**config.mk**
```make
export PLATFORM = sky130hd
export DESIGN_NAME = reg_file_scoreboard
export DESIGN_NICKNAME = d
export VERILOG_FILES = /design/src/rtl/reg_file_scoreboard_pkg.sv /design/src/rtl/reg_file_scoreboard_sb_counter.sv /design/src/rtl/reg_file_scoreboard.sv
export SDC_FILE = /design/constraint.sdc
export NUM_CORES = 2
export LEC_CHECK = 0
export CAP_MARGIN = 20
export CORE_MARGIN = 1.5
export CORE_UTILIZATION = 45
export CTS_CLUSTER_DIAMETER = 120
export DETAILED_ROUTE_END_ITERATION = 6
export PLACE_DENSITY = 0.66
export SLEW_MARGIN = 20
export SYNTH_ARGS = -nofsm -noshare
export SYNTH_HDL_FRONTEND = slang
export SYNTH_SLANG_ARGS = --single-unit
```
**constraint.sdc**
```tcl
create_clock -name clock -period 8.2 [get_ports clock]
set_input_delay 2.46 -clock clock [delete_from_list [all_inputs] [get_ports clock]]
set_output_delay 2.46 -clock clock [all_outputs]
set_load 0.1 [all_outputs]
```
**src/rtl/reg_file_scoreboard_pkg.sv**
```systemverilog
// Shared constants and types for the decode register file and its
// pending-write scoreboard.
package reg_file_scoreboard_pkg;

  localparam int unsigned DATA_W = 32;
  localparam int unsigned ADDR_W = 5;

  localparam logic [ADDR_W-1:0] REG_ZERO = 5'd0;
  localparam logic [ADDR_W-1:0] REG_RA   = 5'd31;

  typedef enum logic [1:0] {
    CNT_HOLD,
    CNT_INC,
    CNT_DEC
  } cnt_op_e;

endpackage

```
**src/rtl/reg_file_scoreboard_sb_counter.sv**
```systemverilog
// Saturating up/down pending-write counter for one architectural register.
// err_o pulses when an increment hits the ceiling or a decrement hits zero.
module sb_counter #(
  parameter int unsigned CNT_W = 2
) (
  input  logic             clk_i,
  input  logic             rst_i,
  input  logic             inc_i,
  input  logic             dec_i,
  output logic [CNT_W-1:0] cnt_o,
  output logic             err_o
);
  import reg_file_scoreboard_pkg::*;

  logic [CNT_W-1:0] cnt_q, cnt_d;
  cnt_op_e          op;

  always_comb begin
    op = CNT_HOLD;
    if (inc_i && !dec_i)      op = CNT_INC;
    else if (dec_i && !inc_i) op = CNT_DEC;

    cnt_d = cnt_q;
    err_o = 1'b0;
    unique case (op)
      CNT_INC: begin
        if (cnt_q == '1) err_o = 1'b1;
        else             cnt_d = cnt_q + 1'b1;
      end
      CNT_DEC: begin
        if (cnt_q == '0) err_o = 1'b1;
        else             cnt_d = cnt_q - 1'b1;
      end
      default: ;
    endcase
  end

  always_ff @(posedge clk_i) begin
    if (rst_i) cnt_q <= '0;
    else       cnt_q <= cnt_d;
  end

  assign cnt_o = cnt_q;

endmodule

```
**src/rtl/reg_file_scoreboard.sv**
```systemverilog
// 32x32 architectural register file with write-through bypass and a
// per-register pending-write scoreboard that stalls decode on RAW hazards.
module reg_file_scoreboard #(
  parameter int unsigned DATA_W = 32,
  parameter int unsigned ADDR_W = 5,
  parameter int unsigned CNT_W  = 2
) (
  input  logic              clock,
  input  logic              aclr,
  input  logic              reg_WBack,
  input  logic [ADDR_W-1:0] rd_WBack,
  input  logic [DATA_W-1:0] data_WBack,
  input  logic [ADDR_W-1:0] rs_addr,
  input  logic [ADDR_W-1:0] rt_addr,
  input  logic              rs_used,
  input  logic              rt_used,
  input  logic              issue_valid,
  input  logic              issue_wr,
  input  logic [ADDR_W-1:0] issue_rd,
  output logic [DATA_W-1:0] rs_data,
  output logic [DATA_W-1:0] rt_data,
  output logic              hazard_stall,
  output logic              sb_error
);
  import reg_file_scoreboard_pkg::*;

  localparam int unsigned NREG = 2**ADDR_W;

  logic [DATA_W-1:0]           regs_q [NREG];
  logic [NREG-1:0][CNT_W-1:0]  cnt;
  logic [NREG-1:0]             wb_hit, busy, cnt_err;
  logic                        issue_ok;
  logic                        err_q, err_d;

  always_comb begin
    for (int unsigned i = 0; i < NREG; i++) begin
      wb_hit[i] = reg_WBack && (rd_WBack == ADDR_W'(i)) && (i != 0);
      // A single outstanding write retiring this cycle is covered by the bypass
      busy[i]   = (cnt[i] > CNT_W'(1)) || ((cnt[i] == CNT_W'(1)) && !wb_hit[i]);
    end
  end

  assign hazard_stall = (rs_used && busy[rs_addr]) || (rt_used && busy[rt_addr]);
  assign issue_ok     = issue_valid && issue_wr && !hazard_stall && (issue_rd != REG_ZERO);

  assign cnt[0]     = '0;
  assign cnt_err[0] = 1'b0;

  for (genvar g = 1; g < NREG; g++) begin : g_cnt
    sb_counter #(.CNT_W(CNT_W)) u_cnt (
      .clk_i (clock),
      .rst_i (aclr),
      .inc_i (issue_ok && (issue_rd == ADDR_W'(g))),
      .dec_i (wb_hit[g]),
      .cnt_o (cnt[g]),
      .err_o (cnt_err[g])
    );
  end

  always_ff @(posedge clock) begin
    if (aclr) begin
      for (int unsigned i = 0; i < NREG; i++) regs_q[i] <= '0;
    end else if (reg_WBack && (rd_WBack != REG_ZERO)) begin
      regs_q[rd_WBack] <= data_WBack;
    end
  end

  always_comb begin
    rs_data = '0;
    if (rs_addr != REG_ZERO)
      rs_data = (reg_WBack && (rd_WBack == rs_addr)) ? data_WBack : regs_q[rs_addr];
    rt_data = '0;
    if (rt_addr != REG_ZERO)
      rt_data = (reg_WBack && (rd_WBack == rt_addr)) ? data_WBack : regs_q[rt_addr];
  end

  assign err_d = err_q || (|cnt_err);

  always_ff @(posedge clock) begin
    if (aclr) err_q <= 1'b0;
    else      err_q <= err_d;
  end

  assign sb_error = err_q;

endmodule

```
==> metrics.txt <==
crit end category output pin; failing checks DRC; Max Cap Viol 0; RSZ-0062 raised after global routing false; Post-synth EDFFs 1024; placed cell area 0.0668 sq mm; largest net degree at the start of global routing 65; Post-Route WL 204 mm; antenna violations before repair 19; vias in the first global route 39100; grt ovf 0; IR drop worst, VDD 0.194 mV; reg2reg start g_cnt[14].u_cnt.cnt_o[1]; DRC viols 1; Avg Cell Area, Syn 14.7 sq um; Static Leak 0.0244 uW; starting density of the core 45.5%; cell area after synthesis 0.0619 sq mm; dominant synthesized flop cell edfxtp_1; Finished Layout Cells 6128; crit path DAT 5.44 ns; Crit Reg-Reg Endpoint sb_error; hold_sp g_cnt[9].u_cnt.cnt_o[1]; crit share post-route 96.4%; Cells after DPL 5906; minimum clock period 7.90 ns; Hold EP g_cnt[9].u_cnt.cnt_o[1]; CP max stage cell clkdlybuf4s50_1; most frequent cells in the layout edfxtp_1, and2_1, mux4_2; critical path type input port to output pin; Site Rows 135; Die Footprint 0.140 sq mm; Die Ht 374 um; Critical Path RT 5.74 ns; pwr dens 205 mW/mm^2; status finished, violations left; setup violators final 0; Clock Tree Buf Depth 3; final hold vios 0; clk sink count 1087; post-synthesis cell type count 64; Hold Path Depth 2; port buffer count 124; Top delay family on crit path buffers and inverters; Worst Setup Start Kind input port; Gate Count Post-Synth 4212; Warnings, synthesis 0; share of synthesized flip-flops with an asynchronous set or reset 0%; Num CTS Buffers 114; routability cong. 0.902; Hold-fix buffers, CTS 0; core area 0.136 sq mm; CTS tree yes; most common cell after layout, fill and taps aside edfxtp_1; crit path cell chain clkdlybuf4s50_1 -> buf_4 -> and4_1 -> nand2_4 -> inv_2 -> a21oi_1 -> mux4_2 -> o311a_1 -> and4_2 -> or2_1 -> buf_12; final instance area 0.0707 sq mm; latest clock arrival within the worst-skew pair 0.73 ns; detailed placer's ending HPWL 121 mm; final setup TNS 0 ns; first-pass GRT wire length 288 mm; worst min path class flop to flop; vias per cell 6.45; share of layout cells above drive strength 1 27.9%; Worst-Margin Slew 1.18 ns; 1st-pass router iterations 7; First DRT Iteration DRCs 5728; Tot Pwr 14500 uW; CP Buf/Inv Count 4; hold slack 0.539 ns; synthesis-to-finish area growth 14.2%; slowest stage delay, CP 0.56 ns; Top Ports 125; critical path startpoint rd_WBack[1]; sequential share of the synthesized area 51.7%; Vias 39500; r2r worst-path depth 16; Final #Nets 4456; Max Slew Vio Count 0; final antenna-violating net count 0; Root Driver clkbuf_16; worst setup skew after layout 0.0156 ns; routed len/inst 33.2 um; All-Layer GR Usage 29.0%; H-tree levels 3; CTS clock-pin slew for the worst setup and hold paths 0.06 ns; Die W 374 um; worst rel slew slack 21.4%; FF+latch count, synth 1087; postcts setup bufs 0; post-CTS sizing 0; Crit Path Max Fanout 13; setup slack, reg-to-reg 3.26 ns; FMAX 127 MHz
## layout make-up
| cell class | instances | area [sq um] |
|---|---|---|
| clock buffers | 133 | 2970 |
| clock inverters | 81 | 957 |
| fillers | 10900 | 65300 |
| multi-input cells | 2644 | 28600 |
| diodes | 7 | 17.5 |
| repair buffers | 298 | 3590 |
| flip-flops and latches | 1087 | 32000 |
| inverters | 97 | 370 |
| well taps | 1781 | 2230 |
## per-layer routing
metal / wire, um / vias to the layer above / global-route usage [%] / part of all wire, %
met2: 96800 / 2526 / 46.7 / 48
met4: 7060 / 4 / 9.88 / 3.5
met1: 77500 / 20500 / 38.9 / 38
met3: 22400 / 406 / 6.34 / 11
li1: - / 16100 / - / -
met5: 22 / - / 0 / 0.011
## metrics by stage
stage	util [%]	setup slack [ns]
5_1_grt	52.0	0.176
3_5_place_dp	49.1	0.292
2_1_floorplan	-	0.161
6_report	52.0	0.297
4_1_cts	52.0	0.293
3_3_place_gp	49.1	0.337
## how the worst max path moves through the flow
stage	endpoint	slack (ns)	cells after the start
after floorplan	rs_data[10]	0.16	8
after global placement	hazard_stall	0.34	11
after detailed placement	hazard_stall	0.29	11
after CTS	hazard_stall	0.29	11
after global routing	hazard_stall	0.18	11
final	hazard_stall	0.30	11
## synthesized netlist by cell type, types with 26 or more instances
| library cell | number | area share (%) |
|---|---|---|
| a211oi_1 | 101 | 1.2 |
| a22oi_1 | 31 | 0.38 |
| and2_1 | 994 | 10 |
| buf_1 | 32 | 0.19 |
| buf_2 | 39 | 0.32 |
| clkbuf_1 | 329 | 2.0 |
| dfxtp_1 | 63 | 2.0 |
| edfxtp_1 | 1024 | 50 |
| ha_1 | 155 | 3.1 |
| inv_1 | 93 | 0.56 |
| mux2i_1 | 64 | 1.0 |
| mux4_2 | 641 | 23 |
| nand2_1 | 51 | 0.31 |
| nor2_1 | 192 | 1.2 |
| nor2b_1 | 42 | 0.42 |
| nor3_1 | 26 | 0.21 |
| nor4_1 | 26 | 0.26 |
| or2_2 | 30 | 0.30 |
| xnor2_1 | 64 | 0.91 |
## sequential cells by signal (all words and copies together), names as in the netlist
signal,cells
g_cnt.u_cnt.cnt_o,62
regs_q,1024
sb_error,1
## cell families after synthesis
logic type	after synthesis	share of synthesized area, %
muxes	706	24.4
adders and majority gates	155	3.13
and+or+nand+nor	1464	14.0
DFF	1087	51.7
other	1	0.00606
xor gates and xnor gates	72	1.02
AOI/OAI and AO/OA	215	2.51
buffers and inverters	512	3.30
## where the power goes
group | total (uW) | internal [uW] | switching [uW]
clock network | 5510 | 3210 | 2300
registers | 6520 | 6360 | 160
logic | 2470 | 1030 | 1450
total | 14500 | 10600 | 3900
## worst min-delay path, delay by kind of cell (launching register included)
kind	cells	cell delay, ns
flops	1	0.34
simple gates	1	0.11
compound gates	1	0.05
Power figures use the tool's default switching activity.
